==> src/rtl/root_seq_if.sv <==
// Operand/result handshakes plus the shared external adder port for root_seq.
// master = producer/consumer/adder side, slave = the root engine.
// Widths follow the engine parameters; instantiate with the same WIDTH.
interface root_seq_if #(
   parameter int WIDTH = 8,
   parameter int RW    = (WIDTH + 1) / 2,
   parameter int AW    = WIDTH + 4
);
   logic             in_valid;
   logic             in_ready;
   logic [WIDTH-1:0] x_i;
   logic             mode_i;
   logic             out_valid;
   logic             out_ready;
   logic [RW-1:0]    root_o;
   logic [WIDTH-1:0] rem_o;
   logic             busy;
   logic [AW-1:0]    sum_a;
   logic [AW-1:0]    sum_b;
   logic             sum_cin;
   logic [AW-1:0]    sum_out;
   logic             sum_cout;

   modport master (
      output in_valid, x_i, mode_i, out_ready, sum_out, sum_cout,
      input  in_ready, out_valid, root_o, rem_o, busy, sum_a, sum_b, sum_cin
   );

   modport slave (
      input  in_valid, x_i, mode_i, out_ready, sum_out, sum_cout,
      output in_ready, out_valid, root_o, rem_o, busy, sum_a, sum_b, sum_cin
   );
endinterface

==> src/rtl/root_seq.sv <==
// Sequential floor cube root (mode 0) / square root (mode 1) with remainder.
// Latency accept->out_valid: cube 6*ITC+1, sqrt 2*ITS+1 cycles.
// Accepts only in IDLE; result held until out_ready, in_valid while busy is dropped.
module root_seq #(
   parameter int WIDTH = 8,
   parameter int RW    = (WIDTH + 1) / 2,
   parameter int AW    = WIDTH + 4
) (
   input logic clk,
   input logic rst,
   root_seq_if.slave io
);
   localparam int ITC = (WIDTH + 2) / 3;
   localparam int ITS = (WIDTH + 1) / 2;
   localparam int SW  = $clog2(3 * ITC + 1);
   localparam logic [AW-1:0] ONE = AW'(1);

   typedef enum logic [2:0] {
      S_IDLE, S_DBL, S_C3Q, S_C3Y2, S_C3Y1, S_CMP, S_QUPD, S_DONE
   } state_t;

   state_t           state_q, state_d;
   logic [AW-1:0]    x_q, x_d;      // running remainder
   logic [AW-1:0]    y_q, y_d;      // partial root
   logic [AW-1:0]    q_q, q_d;      // y^2, cube path only
   logic [AW-1:0]    acc_q, acc_d;  // 3q+3y+1 under construction
   logic [SW-1:0]    s_q, s_d;      // bit position of current digit
   logic             mode_q, mode_d;
   logic             take_q, take_d;
   logic             out_valid_q, out_valid_d;
   logic [RW-1:0]    root_q, root_d;
   logic [WIDTH-1:0] rem_q, rem_d;
   logic [AW-1:0]    sum_a, sum_b;
   logic             sum_cin;

   // State and datapath registers; reset abandons any operation in flight.
   always_ff @(posedge clk or posedge rst) begin
      if (rst) begin
         state_q     <= S_IDLE;
         x_q         <= '0;
         y_q         <= '0;
         q_q         <= '0;
         acc_q       <= '0;
         s_q         <= '0;
         mode_q      <= 1'b0;
         take_q      <= 1'b0;
         out_valid_q <= 1'b0;
         root_q      <= '0;
         rem_q       <= '0;
      end else begin
         state_q     <= state_d;
         x_q         <= x_d;
         y_q         <= y_d;
         q_q         <= q_d;
         acc_q       <= acc_d;
         s_q         <= s_d;
         mode_q      <= mode_d;
         take_q      <= take_d;
         out_valid_q <= out_valid_d;
         root_q      <= root_d;
         rem_q       <= rem_d;
      end
   end

   // Next state and adder steering: one adder operation per state, idle adder reads zero.
   always_comb begin
      state_d     = state_q;
      x_d         = x_q;
      y_d         = y_q;
      q_d         = q_q;
      acc_d       = acc_q;
      s_d         = s_q;
      mode_d      = mode_q;
      take_d      = take_q;
      out_valid_d = out_valid_q;
      root_d      = root_q;
      rem_d       = rem_q;
      sum_a       = '0;
      sum_b       = '0;
      sum_cin     = 1'b0;
      case (state_q)
         S_IDLE: begin
            if (io.in_valid) begin
               x_d     = AW'(io.x_i);
               y_d     = '0;
               q_d     = '0;
               take_d  = 1'b0;
               mode_d  = io.mode_i;
               s_d     = io.mode_i ? SW'(2 * (ITS - 1)) : SW'(3 * (ITC - 1));
               state_d = S_DBL;
            end
         end
         S_DBL: begin
            y_d     = y_q << 1;
            q_d     = q_q << 2;
            take_d  = 1'b0;
            state_d = mode_q ? S_CMP : S_C3Q;
         end
         S_C3Q: begin
            sum_a   = q_q;
            sum_b   = q_q << 1;
            acc_d   = io.sum_out;
            state_d = S_C3Y2;
         end
         S_C3Y2: begin
            sum_a   = acc_q;
            sum_b   = y_q << 1;
            acc_d   = io.sum_out;
            state_d = S_C3Y1;
         end
         S_C3Y1: begin
            sum_a   = acc_q;
            sum_b   = y_q;
            sum_cin = 1'b1;
            acc_d   = io.sum_out;
            state_d = S_CMP;
         end
         S_CMP: begin
            // x - (delta << s) as x + ~(delta << s) + 1; carry-out means no borrow
            sum_a   = x_q;
            sum_b   = mode_q ? ~(((y_q << 1) | ONE) << s_q) : ~(acc_q << s_q);
            sum_cin = 1'b1;
            if (io.sum_cout) begin
               x_d    = io.sum_out;
               take_d = 1'b1;
               y_d    = y_q | ONE;
            end
            if (!mode_q) begin
               state_d = S_QUPD;
            end else if (s_q == '0) begin
               state_d = S_DONE;
            end else begin
               s_d     = s_q - SW'(2);
               state_d = S_DBL;
            end
         end
         S_QUPD: begin
            // (y+1)^2 = y^2 + 2y + 1, using the even y from before the digit was set
            if (take_q) begin
               sum_a   = q_q;
               sum_b   = (y_q & ~ONE) << 1;
               sum_cin = 1'b1;
               q_d     = io.sum_out;
            end
            if (s_q == '0) begin
               state_d = S_DONE;
            end else begin
               s_d     = s_q - SW'(3);
               state_d = S_DBL;
            end
         end
         S_DONE: begin
            if (!out_valid_q) begin
               out_valid_d = 1'b1;
               root_d      = y_q[RW-1:0];
               rem_d       = x_q[WIDTH-1:0];
            end else if (io.out_ready) begin
               out_valid_d = 1'b0;
               state_d     = S_IDLE;
            end
         end
         default: state_d = S_IDLE;
      endcase
   end

   assign io.in_ready  = (state_q == S_IDLE);
   assign io.busy      = (state_q != S_IDLE);
   assign io.out_valid = out_valid_q;
   assign io.root_o    = root_q;
   assign io.rem_o     = rem_q;
   assign io.sum_a     = sum_a;
   assign io.sum_b     = sum_b;
   assign io.sum_cin   = sum_cin;
endmodule

==> src/flat_wrapper.sv <==
// flat-port wrapper written by rule: the top's interface ports become plain ports
module root_seq_flat 
#(
   parameter int WIDTH = 8,
   parameter int RW    = (WIDTH + 1) / 2,
   parameter int AW    = WIDTH + 4
)
  (clk, rst, io_in_valid, io_x_i, io_mode_i, io_out_ready, io_sum_out, io_sum_cout, io_in_ready, io_out_valid, io_root_o, io_rem_o, io_busy, io_sum_a, io_sum_b, io_sum_cin);
  root_seq_if #(.WIDTH(WIDTH), .RW(RW), .AW(AW)) io_i ();
  input logic clk;
  input logic rst;
  input wire logic [$bits(io_i.in_valid)-1:0] io_in_valid;
  input wire logic [$bits(io_i.x_i)-1:0] io_x_i;
  input wire logic [$bits(io_i.mode_i)-1:0] io_mode_i;
  input wire logic [$bits(io_i.out_ready)-1:0] io_out_ready;
  input wire logic [$bits(io_i.sum_out)-1:0] io_sum_out;
  input wire logic [$bits(io_i.sum_cout)-1:0] io_sum_cout;
  output wire logic [$bits(io_i.in_ready)-1:0] io_in_ready;
  output wire logic [$bits(io_i.out_valid)-1:0] io_out_valid;
  output wire logic [$bits(io_i.root_o)-1:0] io_root_o;
  output wire logic [$bits(io_i.rem_o)-1:0] io_rem_o;
  output wire logic [$bits(io_i.busy)-1:0] io_busy;
  output wire logic [$bits(io_i.sum_a)-1:0] io_sum_a;
  output wire logic [$bits(io_i.sum_b)-1:0] io_sum_b;
  output wire logic [$bits(io_i.sum_cin)-1:0] io_sum_cin;
  assign io_i.in_valid = io_in_valid;
  assign io_i.x_i = io_x_i;
  assign io_i.mode_i = io_mode_i;
  assign io_i.out_ready = io_out_ready;
  assign io_i.sum_out = io_sum_out;
  assign io_i.sum_cout = io_sum_cout;
  assign io_in_ready = io_i.in_ready;
  assign io_out_valid = io_i.out_valid;
  assign io_root_o = io_i.root_o;
  assign io_rem_o = io_i.rem_o;
  assign io_busy = io_i.busy;
  assign io_sum_a = io_i.sum_a;
  assign io_sum_b = io_i.sum_b;
  assign io_sum_cin = io_i.sum_cin;
  root_seq #(.WIDTH(WIDTH), .RW(RW), .AW(AW)) u_core (.clk(clk), .rst(rst), .io(io_i));
endmodule
==> config.mk <==
export PLATFORM = sky130hd
export DESIGN_NAME = root_seq_flat
export DESIGN_NICKNAME = d
export VERILOG_FILES = /design/src/rtl/root_seq_if.sv /design/src/rtl/root_seq.sv /design/src/flat_wrapper.sv
export SDC_FILE = /design/constraint.sdc
export NUM_CORES = 1
export LEC_CHECK = 0
export BUFFER_PORTS_ARGS = -buffer_cell sky130_fd_sc_hd__buf_2
export CELL_PAD_IN_SITES_DETAIL_PLACEMENT = 0
export CELL_PAD_IN_SITES_GLOBAL_PLACEMENT = 2
export CORE_MARGIN = 2
export CORE_UTILIZATION = 37
export CTS_CLUSTER_SIZE = 40
export DETAILED_ROUTE_END_ITERATION = 10
export GPL_TIMING_DRIVEN = 1
export PLACE_DENSITY_LB_ADDON = 0.08
export SYNTH_ARGS = -nofsm -noshare
export SYNTH_HDL_FRONTEND = slang
export SYNTH_SLANG_ARGS = --single-unit
export TNS_END_PERCENT = 10
==> constraint.sdc <==
create_clock -name clk -period 3.45 [get_ports clk]
set_input_delay 0.8625 -clock clk [delete_from_list [all_inputs] [get_ports clk]]
set_output_delay 0.8625 -clock clk [all_outputs]
set_load 0.02 [all_outputs]
== Yosys cells after proc, flatten, opt, wreduce, memory -nomap -nowiden ==
Cells that the tools add are included.
Word-level totals
  register bits after elaboration: 70
  bits of input ports: 26
  output and inout bits: 40
  logic and storage cells: 86
Cells by class
  $add $sub $neg: 2
  equal/unequal tests: 15
  shift operators: 2
  muxes and demuxes: 32
  bitwise gates (word level): 4
  reduce and logical (&&, ||, !) cells: 19
Operators with widths (number)
  12-bit two-way mux: 7
  12-bit case mux with 3 select lines: 2
  12-bit case mux with 5 select lines: 1
  12-bit case mux with 4 select lines: 1
  12-bit inverter: 2
  12-bit case mux with 2 select lines: 1
  3-bit case mux with 8 select lines: 1
  12-bit by 4-bit << shifter with 12-bit output: 2
  3-bit two-way mux: 6
  4-bit two-way mux: 4
  3-bit AND reduction: 5
  3-bit == test (second input constant): 4
  4-bit case mux with 3 select lines: 1
  3-bit nonzero test: 4
  2-bit inequality test (second input constant): 5
  4-bit by 2-bit subtractor with 4-bit output (second input constant): 2
  3-bit by 2-bit == test with 1-bit output (second input constant): 2
  1-bit two-way mux: 6
  2-bit by 1-bit inequality test with 1-bit output (second input constant): 3
  5-bit AND reduction: 1
  4-bit zero test: 1
  2-bit AND reduction: 2
  2-bit nonzero test: 2
  2-bit OR reduction: 2
  6 further kinds: 7

== Depth between registers and ports, before layout ==
  depth after elaboration: 4
  depth in mapped cells: 10
  gate-level depth less buffers: 6

== Least setup slack after synthesis ==
Ideal clock, no wire load.
  path type: register to output
  start: register u_core.s_q[1]
  end: output io_sum_b[10]
  arrival: 2.119 ns
  data required time: 2.588 ns
  path slack: 0.469 ns
  stages on the path, launching flop included: 7
  buffers on the path: 2
  path through: dfrtp_1 > buf_2 > inv_1 > clkbuf_1 > and2_1 > o21ai_0 > o311ai_0
On the way
  longest elaborated chain between the ends: 4
  elaborated cells on any way between the ends: 6
  those cells by class: shift (2); mux (2); bitwise (2)
Ends and longest elaborated chain
  start: declaration: RTL line root_seq.sv:27  | logic [SW-1:0] s_q, s_d;
  start signal: assignment: RTL line root_seq.sv:44  | s_q <= '0;
  start signal: assignment: RTL line root_seq.sv:56  | s_q <= s_d;
  12-bit by 4-bit << shifter with 12-bit output: RTL line root_seq.sv:121  | sum_b = mode_q ? ~(((y_q << 1) | ONE) << s_q) : ~(acc_q << s_q);
  12-bit inverter: RTL line root_seq.sv:121
  12-bit two-way mux (*): RTL line root_seq.sv:121
  12-bit case mux with 5 select lines (*): RTL line root_seq.sv:81  | case (state_q)
  end: declaration: RTL line flat_wrapper.sv:24  | output wire logic [$bits(io_i.sum_b)-1:0] io_sum_b;
Every way passes the cells marked *; elsewhere a longest branch is shown, timed or not.

== Worst setup path in the final report ==
  start: register u_core.s_q[0]
  end: output io_sum_b[11]
Same word-level chain as after synthesis.

==> flow_summary_export.csv <==
group,metric,value,unit
floorplan,dieArea,13350,um2
clock_network,cts_tree,"built",
global_routing,grt_antenna_before_repair,0,
floorplan,die_h,115.5,um
timing,finalHoldViolCount,0,
detailed_routing,vias_per_cell,5.901,
floorplan,start_util,38.16,%
layout,final_common_cell,"dfrtp_1",
detailed_routing,ant_nets,0,
layout,area_growth_syn_to_layout,18.95,%
timing,setup_viol,0,
floorplan,core_area,12060,um2
timing,max_slew_margin,49.62,%
power,irDropWorstVdd,0.5156,mV
layout,post-route-util,45.39,%
detailed_routing,drtIter0Drc,308,
global_routing,grt_overflow_total,0,
yosys,ys_types,63,
floorplan,io_pins,66,
critical_path,worstSetupPathType,"reg -> out",
clock_network,numCtsBuffers,9,
yosys,avgSynthCellArea,9.985,um2
yosys,synth_ff_type,"dfrtp_1",
critical_path,crit_required,2.59,ns
clock_network,cts_buffer_depth,2,
timing,skew,0.009454,ns
global_routing,grt_pass1_wl,23830,um
critical_path,critPathLaunch,"u_core.s_q[0]",
clock_network,cts-root-buf,"clkbuf_16",
global_routing,grt_pass1_vias,4107,
timing,rsz0062_at_grt,"false",
timing,final-max-slew-violation-count,0,
timing,fin_setup_tns,0,ns
power,p_leak,2.456,nW
critical_path,rrSetupSlack,0.95,ns
critical_path,crit_arrival,2.39,ns
power,netSwitchingPower,0.002882,W
yosys,syn_area,4603,um2
critical_path,critPathLaunchType,"flip-flop",
layout,mostFrequentLayoutCells,"68 x dfrtp_1, 65 x buf_2, 35 x nand2_1",
yosys,synthCells,461,
power,powerDensity,1101,nW/um2
critical_path,cp-endpoint,"io_sum_b[11]",
power,sw_frac_of_total,47.83,%
yosys,synth_edf_count,0,
timing,period_share,94.27,%
yosys,ys_warn_count,0,
placed_design,dpl.hpwl,10920,um
clock_network,insertion_delay,0.34,ns
detailed_routing,drcViolationCount,0,
critical_path,rr_endpoint,"u_core.x_q[1]",
critical_path,cp_max_fo,12,
detailed_routing,drt-wirelength-per-cell,21.53,um
critical_path,r2r_cells,6,
timing,max_freq,307.5,MHz
clock_network,clk_pin_slew_worst_paths,0.06,ns
timing,worst_pin_slew,0.7557,ns
placed_design,gp_congestion,0.8793,
yosys,synth-seq-cells,69,
floorplan,die_x,115.5,um
power,clock_power_share,14.8,%
floorplan,fp-row-count,40,
detailed_routing,totalWireLength,14960,um
power,power_frac_comb,56.8,%
timing,period_needed,3.252,ns
layout,nNetsFinal,553,
power,finalPower,0.006026,W
detailed_routing,dr.pass1.iters,8,
clock_network,cts_sinks,69,
clock_network,cts_setup_buffers,0,
placed_design,place.port_buffers,65,
critical_path,timing.rr.start,"u_core.state_q[0]",
status,outcome,"completed",
layout,drive_above_1_share,31.69,%
hold_path,hp-class,"reg -> reg",
yosys,syn-num-nets,492,
detailed_routing,vias,4101,
clock_network,h-tree-depth,3,
yosys,async_flop_share,100.0,%
global_routing,grt.total_usage,23.77,%
power,p_int,0.003143,W
layout,n_antenna_cell,0,
critical_path,end_kind,"primary output",
yosys,yosysSeqAreaShare,37.51,%
power,seq_power_share,28.5,%
global_routing,grt_max_degree,45,
job,max_cap_viol_count,0,
## stage by stage
stage | area, um2 | worst slack (ns) | std cells | hold slack (ns)
detailed placement | 5189 | 0.4126 | 679 | 0.4803
CTS | 5474 | 0.03836 | 695 | 0.4930
global placement | 5189 | 0.4435 | 679 | 0.4743
floorplan | 4603 | 0.4688 | 461 | 0.4647
global route | 5475 | 0.001780 | 695 | 0.5183
finish | 5475 | 0.1976 | 695 | 0.4889
## layer usage
layer  track usage, %  up-vias  wire (um)
li1                 -     1883          -
met1            31.64     1983       6468
met2            37.19      203       6978
met3            6.590       32       1091
met4            8.675        0        424
met5                0        -          0
## synthesized netlist by cell type, types with 5 or more instances
master    instances  area share (%)
o21ai_0          28             3.0
nand3b_1          8             1.3
clkbuf_1         29             2.4
a222oi_1         13             2.8
mux2_2           27             6.6
nand2b_1          6            0.82
a22o_1           16             3.0
a22oi_1          14             2.3
nand2_1          35             2.9
mux2i_1          19             4.1
mux4_2           13             6.4
nor2_1           19             1.5
ha_1              5             1.4
nand3_1           7            0.76
a21oi_1          23             2.5
buf_2            16             1.7
dfrtp_1          69              38
nor4_1            6            0.82
o211ai_1          6            0.98
nor3_1            6            0.65
inv_1            23             1.9
and3b_1           5            0.95
## critical path, stage by stage (launching register included)
cell	delay [ns]
dfrtp_2	0.51
buf_4	0.22
mux2i_1	0.16
mux4_2	0.51
o21ai_1	0.12
or3b_1	0.37
buf_2	0.17
## power groups by stage
stage | Sequential [W] | Clock, W | Combinational (W)
finish | 0.00171 | 0.000891 | 0.00342
global route | 0.00177 | 0.000953 | 0.00374
CTS | 0.00170 | 0.000912 | 0.00343
detailed placement | 0.00171 | 0 | 0.00342
global placement | 0.00171 | 0 | 0.00342
floorplan | 0.00149 | 0 | 0.00247
## state kept, by name (all words and copies together) (netlist names)
signal,cells
u_core.state_q,3
u_core.take_q,1
u_core.y_q,11
u_core.io.rem_o,8
u_core.mode_q,1
u_core.q_q,12
u_core.x_q,12
u_core.acc_q,12
u_core.io.out_valid,1
u_core.io.root_o,4
u_core.s_q,4
## cell families after synthesis
group                    share of synthesized area (%)
AO/OA/AOI/OAI                                    21.91
adder cells (fa/ha/maj)                          1.359
buffers and inverters                            6.632
flip-flops                                       37.51
multiplexers                                     19.38
AND/OR/NAND/NOR                                  13.21
## how the worst min path moves through the flow
stage,end,slack (ns),from,depth (start not counted)
2_1_floorplan,u_core.x_q[10],0.46,u_core.x_q[10],1
3_3_place_gp,u_core.x_q[8],0.47,u_core.x_q[8],1
3_5_place_dp,u_core.x_q[10],0.48,u_core.x_q[10],1
4_1_cts,u_core.x_q[10],0.49,u_core.x_q[10],1
5_1_grt,u_core.x_q[11],0.52,u_core.x_q[11],1
6_report,u_core.x_q[10],0.49,u_core.x_q[10],1
## final cells by class
type                            count  area [um2]
Clock buffer                       10       239.0
Inverter                           24       90.09
Timing Repair Buffer               98       585.6
Multi-Input combinational cell    320        2576
Clock inverter                      6       46.29
Sequential cell                    69        1728
Fill cell                        1170        6586
Tap cell                          168       210.2
## what timing repair did
action | CTS | global route
endpoints found under the setup margin | 0 | 3
hold buffers | 0 | 0
endpoints found under the hold margin | 0 | 0
resized for setup | 0 | 1
No activity file was read; power rests on OpenSTA's default activity.
